### src/rtl/time_report_encoder_pkg.sv
// rtl/time_report_encoder_pkg.sv - shared constants for the time report frame encoder
package time_report_encoder_pkg;

    localparam logic [7:0] ASC_0     = 8'h30;
    localparam logic [7:0] ASC_COLON = 8'h3A;
    localparam logic [7:0] ASC_DOT   = 8'h2E;
    localparam logic [7:0] ASC_CR    = 8'h0D;
    localparam logic [7:0] ASC_LF    = 8'h0A;
    localparam logic [7:0] ASC_S     = 8'h53;
    localparam logic [7:0] ASC_W     = 8'h57;

    localparam logic [0:0] ST_IDLE = 1'b0;
    localparam logic [0:0] ST_SEND = 1'b1;

    // CRLF frames carry one extra byte (0x0D) ahead of the final 0x0A
    function automatic logic [3:0] frame_len(input bit eol_crlf);
        return eol_crlf ? 4'd14 : 4'd13;
    endfunction

endpackage

### src/rtl/bin2ascii_2digit.sv
// rtl/bin2ascii_2digit.sv - 7-bit binary to two ASCII decimal digits, saturating at 99
module bin2ascii_2digit
    import time_report_encoder_pkg::*;
(
    input  logic [6:0] value,
    output logic [7:0] tens_ascii,
    output logic [7:0] units_ascii
);

    logic [6:0] sat;
    logic [6:0] tens;
    logic [6:0] units;

    always_comb begin
        sat         = (value > 7'd99) ? 7'd99 : value;
        tens        = sat / 7'd10;
        units       = sat % 7'd10;
        tens_ascii  = ASC_0 + {1'b0, tens};
        units_ascii = ASC_0 + {1'b0, units};
    end

endmodule

### src/rtl/time_report_encoder.sv
// rtl/time_report_encoder.sv - snapshots time fields and pushes "<tag>HH:MM:SS.CC<EOL>" into a TX FIFO
module time_report_encoder
    import time_report_encoder_pkg::*;
#(
    parameter bit EOL_CRLF = 1'b1
) (
    input  logic       clk,
    input  logic       rst,
    input  logic       report_trigger,
    input  logic       mode_sel,
    input  logic [4:0] i_hour,
    input  logic [5:0] i_min,
    input  logic [5:0] i_sec,
    input  logic [6:0] i_cent,
    input  logic       tx_full,
    output logic       tx_push,
    output logic [7:0] tx_pushdata,
    output logic       busy,
    output logic       dropped
);

    localparam logic [3:0] LAST_IDX = frame_len(EOL_CRLF) - 4'd1;

    logic [0:0] state;
    logic [3:0] idx;
    logic       snap_mode;
    logic [4:0] snap_hour;
    logic [5:0] snap_min;
    logic [5:0] snap_sec;
    logic [6:0] snap_cent;

    logic [7:0] hour_t, hour_u, min_t, min_u, sec_t, sec_u, cent_t, cent_u;
    logic [7:0] byte_sel;

    bin2ascii_2digit u_hour (.value({2'b00, snap_hour}), .tens_ascii(hour_t), .units_ascii(hour_u));
    bin2ascii_2digit u_min  (.value({1'b0, snap_min}),   .tens_ascii(min_t),  .units_ascii(min_u));
    bin2ascii_2digit u_sec  (.value({1'b0, snap_sec}),   .tens_ascii(sec_t),  .units_ascii(sec_u));
    bin2ascii_2digit u_cent (.value(snap_cent),          .tens_ascii(cent_t), .units_ascii(cent_u));

    always_comb begin
        byte_sel = 8'h00;
        case (idx)
            4'd0:    byte_sel = snap_mode ? ASC_W : ASC_S;
            4'd1:    byte_sel = hour_t;
            4'd2:    byte_sel = hour_u;
            4'd3:    byte_sel = ASC_COLON;
            4'd4:    byte_sel = min_t;
            4'd5:    byte_sel = min_u;
            4'd6:    byte_sel = ASC_COLON;
            4'd7:    byte_sel = sec_t;
            4'd8:    byte_sel = sec_u;
            4'd9:    byte_sel = ASC_DOT;
            4'd10:   byte_sel = cent_t;
            4'd11:   byte_sel = cent_u;
            4'd12:   byte_sel = EOL_CRLF ? ASC_CR : ASC_LF;
            4'd13:   byte_sel = ASC_LF;
            default: byte_sel = 8'h00;
        endcase
    end

    // Push depends only on registered state and back-pressure, never on the trigger
    assign busy        = (state == ST_SEND);
    assign tx_push     = busy && !tx_full;
    assign tx_pushdata = busy ? byte_sel : 8'h00;

    always_ff @(posedge clk or negedge rst) begin
        if (!rst) begin
            state     <= ST_IDLE;
            idx       <= 4'd0;
            snap_mode <= 1'b0;
            snap_hour <= 5'd0;
            snap_min  <= 6'd0;
            snap_sec  <= 6'd0;
            snap_cent <= 7'd0;
            dropped   <= 1'b0;
        end else if (state == ST_IDLE) begin
            dropped <= 1'b0;
            if (report_trigger) begin
                state     <= ST_SEND;
                idx       <= 4'd0;
                snap_mode <= mode_sel;
                snap_hour <= i_hour;
                snap_min  <= i_min;
                snap_sec  <= i_sec;
                snap_cent <= i_cent;
            end
        end else begin
            dropped <= report_trigger;
            if (tx_push) begin
                if (idx == LAST_IDX) begin
                    state <= ST_IDLE;
                    idx   <= 4'd0;
                end else begin
                    idx <= idx + 4'd1;
                end
            end
        end
    end

endmodule
### config.mk
export PLATFORM = sky130hd
export DESIGN_NAME = time_report_encoder
export DESIGN_NICKNAME = d
export VERILOG_FILES = /design/src/rtl/time_report_encoder_pkg.sv /design/src/rtl/bin2ascii_2digit.sv /design/src/rtl/time_report_encoder.sv
export SDC_FILE = /design/constraint.sdc
export NUM_CORES = 1
export LEC_CHECK = 0
export ABC_AREA = 1
export CORE_ASPECT_RATIO = 1.75
export CORE_MARGIN = 5
export CORE_UTILIZATION = 55
export DETAILED_ROUTE_END_ITERATION = 10
export PLACE_DENSITY = 0.8
export SKIP_CTS_REPAIR_TIMING = 1
export SLEW_MARGIN = 20
export SYNTH_ARGS = -nofsm -noshare
export SYNTH_HDL_FRONTEND = slang
export SYNTH_SLANG_ARGS = --single-unit
### constraint.sdc
create_clock -name clk -period 4.7 [get_ports clk]
set_input_delay 0.94 -clock clk [delete_from_list [all_inputs] [get_ports clk]]
set_output_delay 0.94 -clock clk [all_outputs]
set_load 0.05 [all_outputs]
==> impl_metrics.py <==
metrics = {
    "synth": {
        "synth-edff-count": 0,
        "syn-num-nets": 483,
        "synth_cells": 443,
        "synth_flop_cell": "dfrtp_1",
        "ys.warnings.count": 0,
        "synth.area.top_cells": "dfrtp_1 (27%), nand2_1 (11%), inv_1 (9.7%)",
        "ys_types": 43,
        "yosysSeqAreaShare_pct": 26.8,
        "synth.cell_area_mm2": 0.00289,
        "synth.avg_cell_area_um2": 6.53,
        "yosysTopAreaCell": "dfrtp_1",
        "ys_async_sr_fraction_pct": 100,
        "yosys_register_bits": 31,
        "synth_top_area_share_pct": 26.8,
    },
    "global_route": {
        "track_usage_pct": 22.6,
        "grt_antenna_before_repair": 0,
        "grt_pass1_vias": 2858,
        "grt_pass1_wl_mm": 12.3,
        "grt_max_degree": 48,
        "gr-total-overflow": 0,
    },
    "layout": {
        "antennaDiodeCount": 0,
        "drive_gt1_share_pct": 22.4,
        "stdcell_count": 563,
        "final_nets": 547,
        "layout_common_cells": "nand2_1 (78), inv_1 (69), nor2_1 (68), a21oi_1 (37), clkdlybuf4s50_1 (31)",
        "final_common_cell": "nand2_1",
        "area_growth_pct": 31.4,
        "final_area_mm2": 0.00380,
    },
    "job": {
        "maxCapViolations": 0,
    },
    "critical_path": {
        "crit_required_ns": 3.76,
        "start_kind": "flop",
        "max_stage_delay_ns": 0.39,
        "critPathSlowestCell": "dfrtp_1",
        "critPathCaptureType": "primary output",
        "cp_max_fo": 6,
        "worstSetupPathType": "reg2out",
        "crit_top_cell": "nand2_2",
        "cp.arrival_ns": 3.92,
    },
    "timing": {
        "fin_tns_setup_ns": -0.332,
        "rsz0062_at_grt": "yes",
        "fmax_mhz": 206,
        "drv_slew": 0,
        "setup_ws_ns": -0.164,
        "fin_crit_ns": 4.86,
        "worst_pin_slew_ns": 0.540,
        "fin_skew_ns": 0.00402,
        "final_hold_viol_count": 0,
        "max_slew_margin_pct": 63.9,
        "period_share_pct": 103,
        "setup_viol": 4,
    },
    "cts": {
        "cts_max_level": 2,
        "clk_pin_slew_ns": 0.08,
        "clkSinkCount": 31,
        "clk_path_buf_depth": 2,
        "clk_latency_ns": 0.29,
        "cts_tree": "done",
        "cts_root_buf": "clkbuf_8",
        "cts_buffers": 5,
    },
    "floorplan": {
        "coreArea_mm2": 0.00521,
        "dieArea_mm2": 0.00687,
        "ioPinCount": 40,
        "die_h_um": 106,
        "rows": 35,
        "fp.dieW_um": 64.8,
        "start_util_pct": 55.5,
    },
    "placed_design": {
        "dp.cells": 536,
        "dpl_cell_area_mm2": 0.00347,
        "portBuffers": 39,
        "dp_hpwl_mm": 5.79,
        "pre_cts_ws_ns": -0.116,
        "gp_congestion": 1.02,
    },
    "drt": {
        "routed_wl_mm": 7.57,
        "wire_per_inst_um": 13.4,
        "vias": 3086,
        "via_per_inst": 5.48,
        "dr.pass1.iters": 4,
        "ant_nets": 0,
        "drc_errors": 0,
        "drt_iter0_drc": 163,
    },
    "status": {
        "violations": "setup timing",
        "status": "finished, violations left",
    },
    "hold_path": {
        "holdCritPathClass": "reg2reg",
    },
}
-- state kept, by name, summed over array words and instances (netlist names) --
| name | count |
|---|---|
| busy | 1 |
| snap_min | 6 |
| idx | 4 |
| snap_hour | 5 |
| dropped | 1 |
| snap_sec | 6 |
| snap_mode | 1 |
| snap_cent | 7 |
-- routing by layer --
layer | part of all wire [%] | vias to the layer above | routed length [um] | global-route usage, %
met3 | 3.2 | 29 | 242 | 2.85
met5 | 0 | - | 0 | 0
met4 | 4.5 | 0 | 344 | 11.6
met2 | 53 | 67 | 4050 | 42.6
met1 | 39 | 1425 | 2940 | 23.5
li1 | - | 1565 | - | -
-- stage by stage --
step / utilization [%] / hold slack [ns]
detailed placement: 66.7 / 0.506
global placement: 66.7 / 0.495
global route: 72.9 / 0.564
finish: 72.9 / 0.520
CTS: 68.4 / 0.522
floorplan: - / 0.481
-- critical path, delay by kind of cell, from the launching register on --
kind,cells,cell delay (ns)
buffers and inverters,6,0.52
adders and majority gates,3,0.46
AOI/OAI and AO/OA,3,0.59
DFF,1,0.39
and+or+nand+nor,16,1.69
-- path summary, 6_finish.rpt --
path	start	endpoint	slack, ns	depth (start not counted)
setup / recovery	snap_cent[6]	tx_pushdata[3]	-0.16	28
hold / removal	busy	dropped	0.52	2
setup reg to reg	busy	idx[3]	2.77	6
hold reg to reg	busy	dropped	0.52	2
max in group asynchronous	rst	snap_cent[5]	3.36	2
min in group asynchronous	rst	snap_sec[3]	1.04	2
-- kinds of logic after synthesis --
kind of cell,count (synthesis),synth area share (%)
DFF,31,26.8
and+or+nand+nor,214,34.2
xor gates and xnor gates,6,1.82
muxes,6,2.42
AOI/OAI and AO/OA,89,18.8
adders and majority gates,11,4.76
buffers and inverters,86,11.2
-- final cells by class --
class                           count  area [um2]
Multi-Input combinational cell    326        1920
Fill cell                         408        1410
Sequential cell                    31         777
Timing Repair Buffer               62         643
Inverter                           81         307
Clock buffer                        5        68.8
Tap cell                           55        68.8
Clock inverter                      3        20.0
-- Yosys cell counts (5+ instances only) --
library cell	count
mux2_2	5
clkbuf_1	5
nand3_1	19
o211ai_1	5
nand2_1	86
o21ai_0	17
inv_1	75
a21oi_1	39
inv_2	5
nor2_1	69
ha_1	11
dfrtp_1	31
xor2_1	6
nand2_2	15
Power is left out: the tool's default activity adds up to more than one toggle a clock period on the data nets, which glitch-free logic cannot reach.
